## src/rtl/moore_sequence_generator.sv

```systemverilog
// Serial MSB-first pattern transmitter feeding the Moore sequence detector.
// Optional build macro GEN_PRBS_FILL_EN drives PRBS-7 fill onto x_out during GAP cycles.
module moore_sequence_generator #(
  parameter int PAT_W = 4,
  parameter int LEN_W = 3,
  parameter int REP_W = 8,
  parameter int GAP_W = 4
) (
  input  logic             clk,
  input  logic             rst,
  input  logic             start_valid,
  output logic             start_ready,
  input  logic [PAT_W-1:0] pattern_in,
  input  logic [LEN_W-1:0] pat_len,
  input  logic [REP_W-1:0] rep_cnt,
  input  logic [GAP_W-1:0] gap_len,
  input  logic             abort,
  output logic             x_out,
  output logic             x_valid,
  output logic             frame_start,
  output logic             busy,
  output logic             done
);

  typedef enum logic [2:0] {
    IDLE = 3'b000,
    SEND = 3'b001,
    GAP  = 3'b010,
    DONE = 3'b100
  } state_t;

  localparam logic [LEN_W-1:0] LEN_ONE = LEN_W'(1);
  localparam logic [REP_W-1:0] REP_ONE = REP_W'(1);
  localparam logic [GAP_W-1:0] GAP_ONE = GAP_W'(1);

  state_t           state_q, state_d;
  logic [PAT_W-1:0] pat_q, pat_d;
  logic [LEN_W-1:0] len_q, len_d;
  logic [GAP_W-1:0] gap_q, gap_d;
  logic [REP_W-1:0] rep_q, rep_d;
  logic [LEN_W-1:0] idx_q, idx_d;
  logic [GAP_W-1:0] gcnt_q, gcnt_d;
  logic             x_out_q, x_out_d;
  logic             x_valid_q, x_valid_d;
  logic             fs_q, fs_d;
  logic             busy_q, busy_d;
  logic             done_q, done_d;
  logic             accept;
  logic             gap_fill;
  logic [LEN_W-1:0] eff_l;

  // Zero or oversized lengths fall back to the full pattern width.
  function automatic logic [LEN_W-1:0] eff_len(input logic [LEN_W-1:0] len);
    if ((len == '0) || (len > LEN_W'(PAT_W))) return LEN_W'(PAT_W);
    return len;
  endfunction

  function automatic logic bit_at(input logic [PAT_W-1:0] p, input logic [LEN_W-1:0] i);
    logic [PAT_W-1:0] s;
    s = p >> i;
    return s[0];
  endfunction

  assign start_ready = (state_q == IDLE) && !abort;
  assign accept      = start_valid && start_ready;
  assign eff_l       = eff_len(pat_len);

`ifdef GEN_PRBS_FILL_EN
  logic [6:0] lfsr_q, lfsr_d;

  assign gap_fill = lfsr_q[6];

  // x^7 + x^6 + 1, stepped only on cycles that will be spent in GAP.
  always_comb begin
    lfsr_d = lfsr_q;
    if (state_d == GAP) lfsr_d = {lfsr_q[5:0], lfsr_q[6] ^ lfsr_q[5]};
  end

  always_ff @(posedge clk or negedge rst) begin
    if (!rst) lfsr_q <= 7'h01;
    else      lfsr_q <= lfsr_d;
  end
`else
  assign gap_fill = 1'b0;
`endif

  always_comb begin
    state_d   = state_q;
    pat_d     = pat_q;
    len_d     = len_q;
    gap_d     = gap_q;
    rep_d     = rep_q;
    idx_d     = idx_q;
    gcnt_d    = gcnt_q;
    x_out_d   = 1'b0;
    x_valid_d = 1'b0;
    fs_d      = 1'b0;
    busy_d    = 1'b0;
    done_d    = 1'b0;

    case (state_q)
      IDLE: begin
        if (accept) begin
          pat_d = pattern_in;
          len_d = eff_l;
          gap_d = gap_len;
          if (rep_cnt != '0) begin
            state_d   = SEND;
            rep_d     = rep_cnt - REP_ONE;
            idx_d     = eff_l - LEN_ONE;
            x_out_d   = bit_at(pattern_in, eff_l - LEN_ONE);
            x_valid_d = 1'b1;
            fs_d      = 1'b1;
            busy_d    = 1'b1;
          end else begin
            state_d = DONE;
            done_d  = 1'b1;
          end
        end
      end
      SEND: begin
        if (idx_q != '0) begin
          idx_d     = idx_q - LEN_ONE;
          x_out_d   = bit_at(pat_q, idx_q - LEN_ONE);
          x_valid_d = 1'b1;
          busy_d    = 1'b1;
        end else if (rep_q != '0) begin
          rep_d  = rep_q - REP_ONE;
          busy_d = 1'b1;
          if (gap_q != '0) begin
            state_d = GAP;
            gcnt_d  = gap_q - GAP_ONE;
            x_out_d = gap_fill;
          end else begin
            // Back-to-back repetition: reload without a bubble cycle.
            idx_d     = len_q - LEN_ONE;
            x_out_d   = bit_at(pat_q, len_q - LEN_ONE);
            x_valid_d = 1'b1;
            fs_d      = 1'b1;
          end
        end else begin
          state_d = DONE;
          done_d  = 1'b1;
        end
      end
      GAP: begin
        busy_d = 1'b1;
        if (gcnt_q != '0) begin
          gcnt_d  = gcnt_q - GAP_ONE;
          x_out_d = gap_fill;
        end else begin
          state_d   = SEND;
          idx_d     = len_q - LEN_ONE;
          x_out_d   = bit_at(pat_q, len_q - LEN_ONE);
          x_valid_d = 1'b1;
          fs_d      = 1'b1;
        end
      end
      DONE: state_d = IDLE;
      default: state_d = IDLE;
    endcase

    // Cancel wins over every transition; the transfer ends silently.
    if (abort) begin
      state_d   = IDLE;
      x_out_d   = 1'b0;
      x_valid_d = 1'b0;
      fs_d      = 1'b0;
      busy_d    = 1'b0;
      done_d    = 1'b0;
    end
  end

  always_ff @(posedge clk or negedge rst) begin
    if (!rst) begin
      state_q   <= IDLE;
      rep_q     <= '0;
      idx_q     <= '0;
      gcnt_q    <= '0;
      x_out_q   <= 1'b0;
      x_valid_q <= 1'b0;
      fs_q      <= 1'b0;
      busy_q    <= 1'b0;
      done_q    <= 1'b0;
    end else begin
      state_q   <= state_d;
      rep_q     <= rep_d;
      idx_q     <= idx_d;
      gcnt_q    <= gcnt_d;
      x_out_q   <= x_out_d;
      x_valid_q <= x_valid_d;
      fs_q      <= fs_d;
      busy_q    <= busy_d;
      done_q    <= done_d;
    end
  end

  // Transfer parameters are only meaningful while a transfer is active.
  always_ff @(posedge clk) begin
    pat_q <= pat_d;
    len_q <= len_d;
    gap_q <= gap_d;
  end

  assign x_out       = x_out_q;
  assign x_valid     = x_valid_q;
  assign frame_start = fs_q;
  assign busy        = busy_q;
  assign done        = done_q;

endmodule

```

## config.mk

```make
export PLATFORM = sky130hd
export DESIGN_NAME = moore_sequence_generator
export DESIGN_NICKNAME = d
export VERILOG_FILES = /design/src/rtl/moore_sequence_generator.sv
export SDC_FILE = /design/constraint.sdc
export NUM_CORES = 1
export LEC_CHECK = 0
export CAP_MARGIN = 10
export CORE_ASPECT_RATIO = 0.7
export CORE_MARGIN = 2
export CORE_UTILIZATION = 49
export DETAILED_ROUTE_END_ITERATION = 7
export PLACE_DENSITY_LB_ADDON = 0.2
export SLEW_MARGIN = 25
export SYNTH_ARGS = -nofsm -noshare
export SYNTH_HDL_FRONTEND = slang
export SYNTH_SLANG_ARGS = --single-unit
```

## constraint.sdc

```tcl
create_clock -name clk -period 2.7 [get_ports clk]
set_clock_uncertainty 0.1 [all_clocks]
set_input_delay 0.405 -clock clk [delete_from_list [all_inputs] [get_ports clk]]
set_output_delay 0.405 -clock clk [all_outputs]
set_load 0.02 [all_outputs]
```

Yosys cells after proc, flatten, opt, wreduce, memory -nomap -nowiden
Cells that the tools add are included.

word-level totals
  register bits = 34
  bits in writable memories = 0
  output and inout port bits = 6
  input bits = 23
  bits in read-only memories = 0
  latch bits = 0
  logic and storage cells = 114
  memories kept = 0

operators by class
  $mul = 0
  reductions and logical operators = 19
  add/sub/neg operators = 7
  magnitude comparators = 1
  eq/ne operators = 15
  bitwise gates (word level) = 0
  shift-type cells = 3
  divide/modulo/power cells = 0
  mux-type cells = 57

operators with widths
  operator                                             number
  2-to-1 mux 3 bit                                     15
  2-to-1 mux 8 bit                                     4
  2-to-1 mux 1 bit                                     25
  case mux 3 bit (3 select lines)                      2
  2-to-1 mux 4 bit                                     4
  case mux 8 bit (2 select lines)                      1
  nonzero test 8 bit                                   2
  subtractor 8 x 1 -> 8 bit, second input constant     2
  inequality test 3 bit, second input constant         5
  inequality test 2 bit, second input constant         6
  case mux 1 bit (3 select lines)                      4
  >> shifter 4 x 3 -> 1 bit                            3
  AND reduction 5 bit                                  2
  subtractor 3 x 1 -> 3 bit, second input constant     3
  case mux 4 bit (2 select lines)                      1
  nonzero test 4 bit                                   2
  subtractor 4 x 1 -> 4 bit, second input constant     2
  zero test 3 bit                                      2
  AND reduction 6 bit                                  1
  nonzero test 3 bit                                   2
  inequality test 4 bit, second input constant         1
  AND reduction 4 bit                                  1
  nonzero test 2 bit                                   2
  equality test 3 x 1 -> 1 bit, second input constant  1
  other kinds (8)                                      9

Logic depth before layout (Yosys ltp)
Gate-level depths: netlist (run 1).

  word-level depth = 10
  gate-level depth with buffers = 11
  gate-level depth less buffers = 8

Least setup slack after synthesis (run 1)
OpenSTA, ideal clock, no wires.

  path type = reg2reg
  start = register state_q[2]
  end = register rep_q[4]
  clock period less this slack = 2.680 ns
  arrival time = 2.449 ns
  stages on the path, launching flop included = 12
  library setup time = 0.131 ns
  buffers on the path = 3
  slack = 0.020 ns
  required time = 2.469 ns
  cell sequence = dfrtp_1 > clkbuf_1 > nor3b_1 > clkbuf_1 > clkbuf_1 > mux2i_1 > ha_1 > inv_1 > or3_1 > xnor2_1 > o21ai_0 > a22oi_1

between the ends
  longest elaborated chain between the ends = 5
  elaborated cells between the ends (all ways) = 11
  classes of those cells = eq/ne: 5; mux: 1; reduce/logical: 5

RTL lines
  what                                    RTL line  text
  start, declared                         36        state_t state_q, state_d;
  start signal, assigned                  186       state_q <= state_d;
  zero test 3 bit                         64, 101
  logical AND 1 bit                       64        assign start_ready = (state_q == IDLE) && !abort;
  logical AND 1 bit                       65        assign accept = start_valid && start_ready;
  inequality test 2 bit (no source line)  --
  AND reduction 5 bit (no source line)    --
  end signal, assigned                    187       rep_q <= rep_d;
  end, declared                           40        logic [REP_W-1:0] rep_q, rep_d;

Several ways; a longest one is shown, not always the timed one.
A chain may end at the register's enable or synchronous reset.

Worst setup path after layout (run 1)
  start = input port abort
  end = output port start_ready

between the ends
  longest elaborated chain between the ends = 2

RTL lines
  what               RTL line  text
  start, declared    17        input logic abort,
  zero test 1 bit    64
  logical AND 1 bit  64
  end, declared      12        output logic start_ready,

No other way between the ends.

==> results.toml, run 1 <==
[timing]
post-route-period-util_pct = 92.06
fin_tns_setup_ns = 0
drv_slew = 0
rsz0062_at_grt = "no"
finalSetupViolCount = 0
final-hold-violation-count = 0
min_period_ns = 2.486
hold-worst-slack_ns = 0.3602
worst_slew_pin_slew_ns = 0.7184
clock.fmax_ghz = 0.4023
slew_headroom_pct = 51.66

[logic_synthesis]
synth-simple-area-share_pct = 22.57
ys_seq_elements = 34
synthMuxAreaShare_pct = 7.784
netlist.area_leader.share_pct = 27.54
synth-compound-area-share_pct = 16.89
yosysUniqueCellTypes = 54
synth_flop_cell = "dfrtp_1"
ys_seq_area_share_pct = 43.35
ys_warn_count = 0
syn-cell-area_um2 = 2090
netlist_instances = 211
synth_nets = 240
syn_avg_cell_area_um2 = 9.903
yosysTopAreaCell = "dfrtp_1"
synth_edf_count = 11
synth_common_cells = "dfrtp_1, nand2_1, nor2_1"
synth.most_common_cell = "dfrtp_1"
synth_xor_xnor_area_share_pct = 1.677
synthArstFlopShare_pct = 67.65
synthAdderAreaFrac_pct = 3.593
synth_top_family_by_area = "simple AND/OR/NAND/NOR gates"
synthTopCellsByArea = "dfrtp_1, edfxtp_1, ha_1, nand2_1, nor2_1"

[drt]
via_count = 1780
drt_iter0_markers = 172
drc = 0
drtAntennaViolNets = 0
first_pass_iters = 4
wl_per_cell_um = 15.74
routed_via_density = 5.836
routed_wl_um = 4800

[clock_network]
cts-buffers-inserted = 5
cts_resized = 0
cts_root_buffer = "clkbuf_8"
clkTransAtPathRegs_ns = 0.07
cts_tree = "built"
cts.sinks = 34
htree_levels = 2
cts_setup_buffers = 0
clockBufferDepth = 2
clk_latency_ns = 0.29
postCtsHoldBufs = 0

[setup_path]
crit_family = "buffers and inverters"
path_buf_inv = 2
crit_type = "in -> out"
crit_slowest_cell = "clkdlybuf4s50_1"
startpoint_type = "primary input"
critical_path.most_common_cell = "clkdlybuf4s50_1"
cp_cell_sequence = "clkdlybuf4s50_1, or3_1, nor2_1, clkdlybuf4s50_1"
worst_setup_path_end_kind = "primary output"
cpPeakStageDelay_ns = 0.62
path_max_fanout = 4
crit_arrival_ns = 1.98
cp_data_required_time_ns = 2.19

[power_and_ir_drop]
power_frac_clock_pct = 22.4
pwr_density_cell_nw_per_um2 = 659.3
ir_drop_v = 0.0004460
sw_frac_of_total_pct = 33.38
p_leak_nw = 1.066
pwr-share-seq_pct = 45.4
intPower_mw = 1.141
combPwrFrac_pct = 32.1
p_switching_uw = 572.0

[global_routing]
grt_pass1_vias = 1649
grt_antenna_before_repair = 0
gr-usage-all-layers_pct = 22.85
grt_max_degree = 24
grt_pass1_wl_um = 8107
overflow = 0

[floorplan]
io_pins = 29
die-area_um2 = 4811
initial_utilization_pct = 52.01
die_h_um = 58.64
dieWidth_um = 82.05
core_um2 = 4018
rows = 19

[min_path]
hold_class = "in -> async"

[outcome]
status = "finished, final reports clean"

[cells_and_area]
diodes = 0
drive_gt1_share_pct = 14.23
final_util_pct = 64.68
fin_nets = 281
areaGrowthSynthToFinish_pct = 24.37

[place]
routabilityCongestion = 0.8816
dp_hpwl_um = 3685
io_buffers = 28

[run]
cap_violations = 0
metal layers:
| metal | share of wire [%] | routed length [µm] | GRT usage [%] | vias to the layer above |
|---|---|---|---|---|
| li1 | - | - | - | 868 |
| met1 | 49 | 2351 | 35.19 | 839 |
| met2 | 41 | 1952 | 29.97 | 69 |
| met3 | 9.6 | 462 | 7.515 | 4 |
| met4 | 0.69 | 33 | 7.381 | 0 |
| met5 | 0 | 0 | 0 | - |
final cells by class:
class | count | area [µm²]
Fill cell | 316 | 1419
Sequential cell | 34 | 905.9
Clock inverter | 1 | 5.005
Clock buffer | 7 | 86.33
Inverter | 11 | 41.29
Tap cell | 52 | 65.06
Timing Repair Buffer | 43 | 392.9
Multi-Input combinational cell | 157 | 1102
flip-flops by register name, indices dropped and copies added (netlist names):
signal	count
len_q	3
rep_q	8
x_out	1
done	1
gcnt_q	4
frame_start	1
busy	1
gap_q	4
idx_q	3
state_q	3
pat_q	4
x_valid	1
final timing paths:
check                           start  cells after the start  slack [ns]     endpoint
min                               rst                      2        0.36         done
max                             abort                      4        0.21  start_ready
min in group clk            gcnt_q[1]                      2        0.41    gcnt_q[1]
min reg2reg                 gcnt_q[1]                      2        0.41    gcnt_q[1]
max reg2reg                state_q[2]                      8        0.28     rep_q[4]
max in group asynchronous         rst                      2        1.89     rep_q[7]
power groups by stage:
stage	Combinational (mW)	Clock (mW)	Sequential [mW]
global route	0.604	0.410	0.797
detailed placement	0.545	0	0.781
finish	0.551	0.385	0.778
floorplan	0.385	0	0.757
CTS	0.549	0.391	0.775
global placement	0.536	0	0.782
logic make-up after synthesis:
| group | Yosys count |
|---|---|
| compound gates | 51 |
| xor+xnor | 4 |
| fa+ha+maj | 6 |
| buf+inv | 20 |
| flops | 34 |
| mux | 12 |
| simple gates | 84 |
cells in the final DEF (no fill, tap or decap), types with 4 or more instances in the layout:
| master | count |
|---|---|
| a21oi_1 | 9 |
| clkbuf_8 | 6 |
| o21ai_0 | 8 |
| buf_4 | 15 |
| or3_1 | 9 |
| nor2_1 | 15 |
| a211o_1 | 4 |
| inv_1 | 11 |
| edfxtp_1 | 11 |
| nand2_1 | 18 |
| clkdlybuf4s50_1 | 28 |
| dfrtp_1 | 23 |
| nand3_1 | 7 |
| mux2i_1 | 5 |
| ha_1 | 6 |
| o21ai_1 | 4 |
| nor3_1 | 7 |
| nor2b_1 | 5 |
through the flow:
step	cells	setup WS, ns	instance area, µm²	power (mW)
after detailed placement	297	0.1397	2507	1.327
after global routing	305	0.1054	2599	1.811
after floorplan	211	0.01970	2090	1.141
after CTS	305	0.2129	2599	1.715
final	305	0.2145	2599	1.713
after global placement	297	0.1908	2507	1.317
(Power assumes the default switching activity.)
==> run 2: changes to the inputs <==
- CAP_MARGIN: 10 -> not set
==> results of run 2 <==
The final DEF is identical to that of run 1; final timing and power are the same.
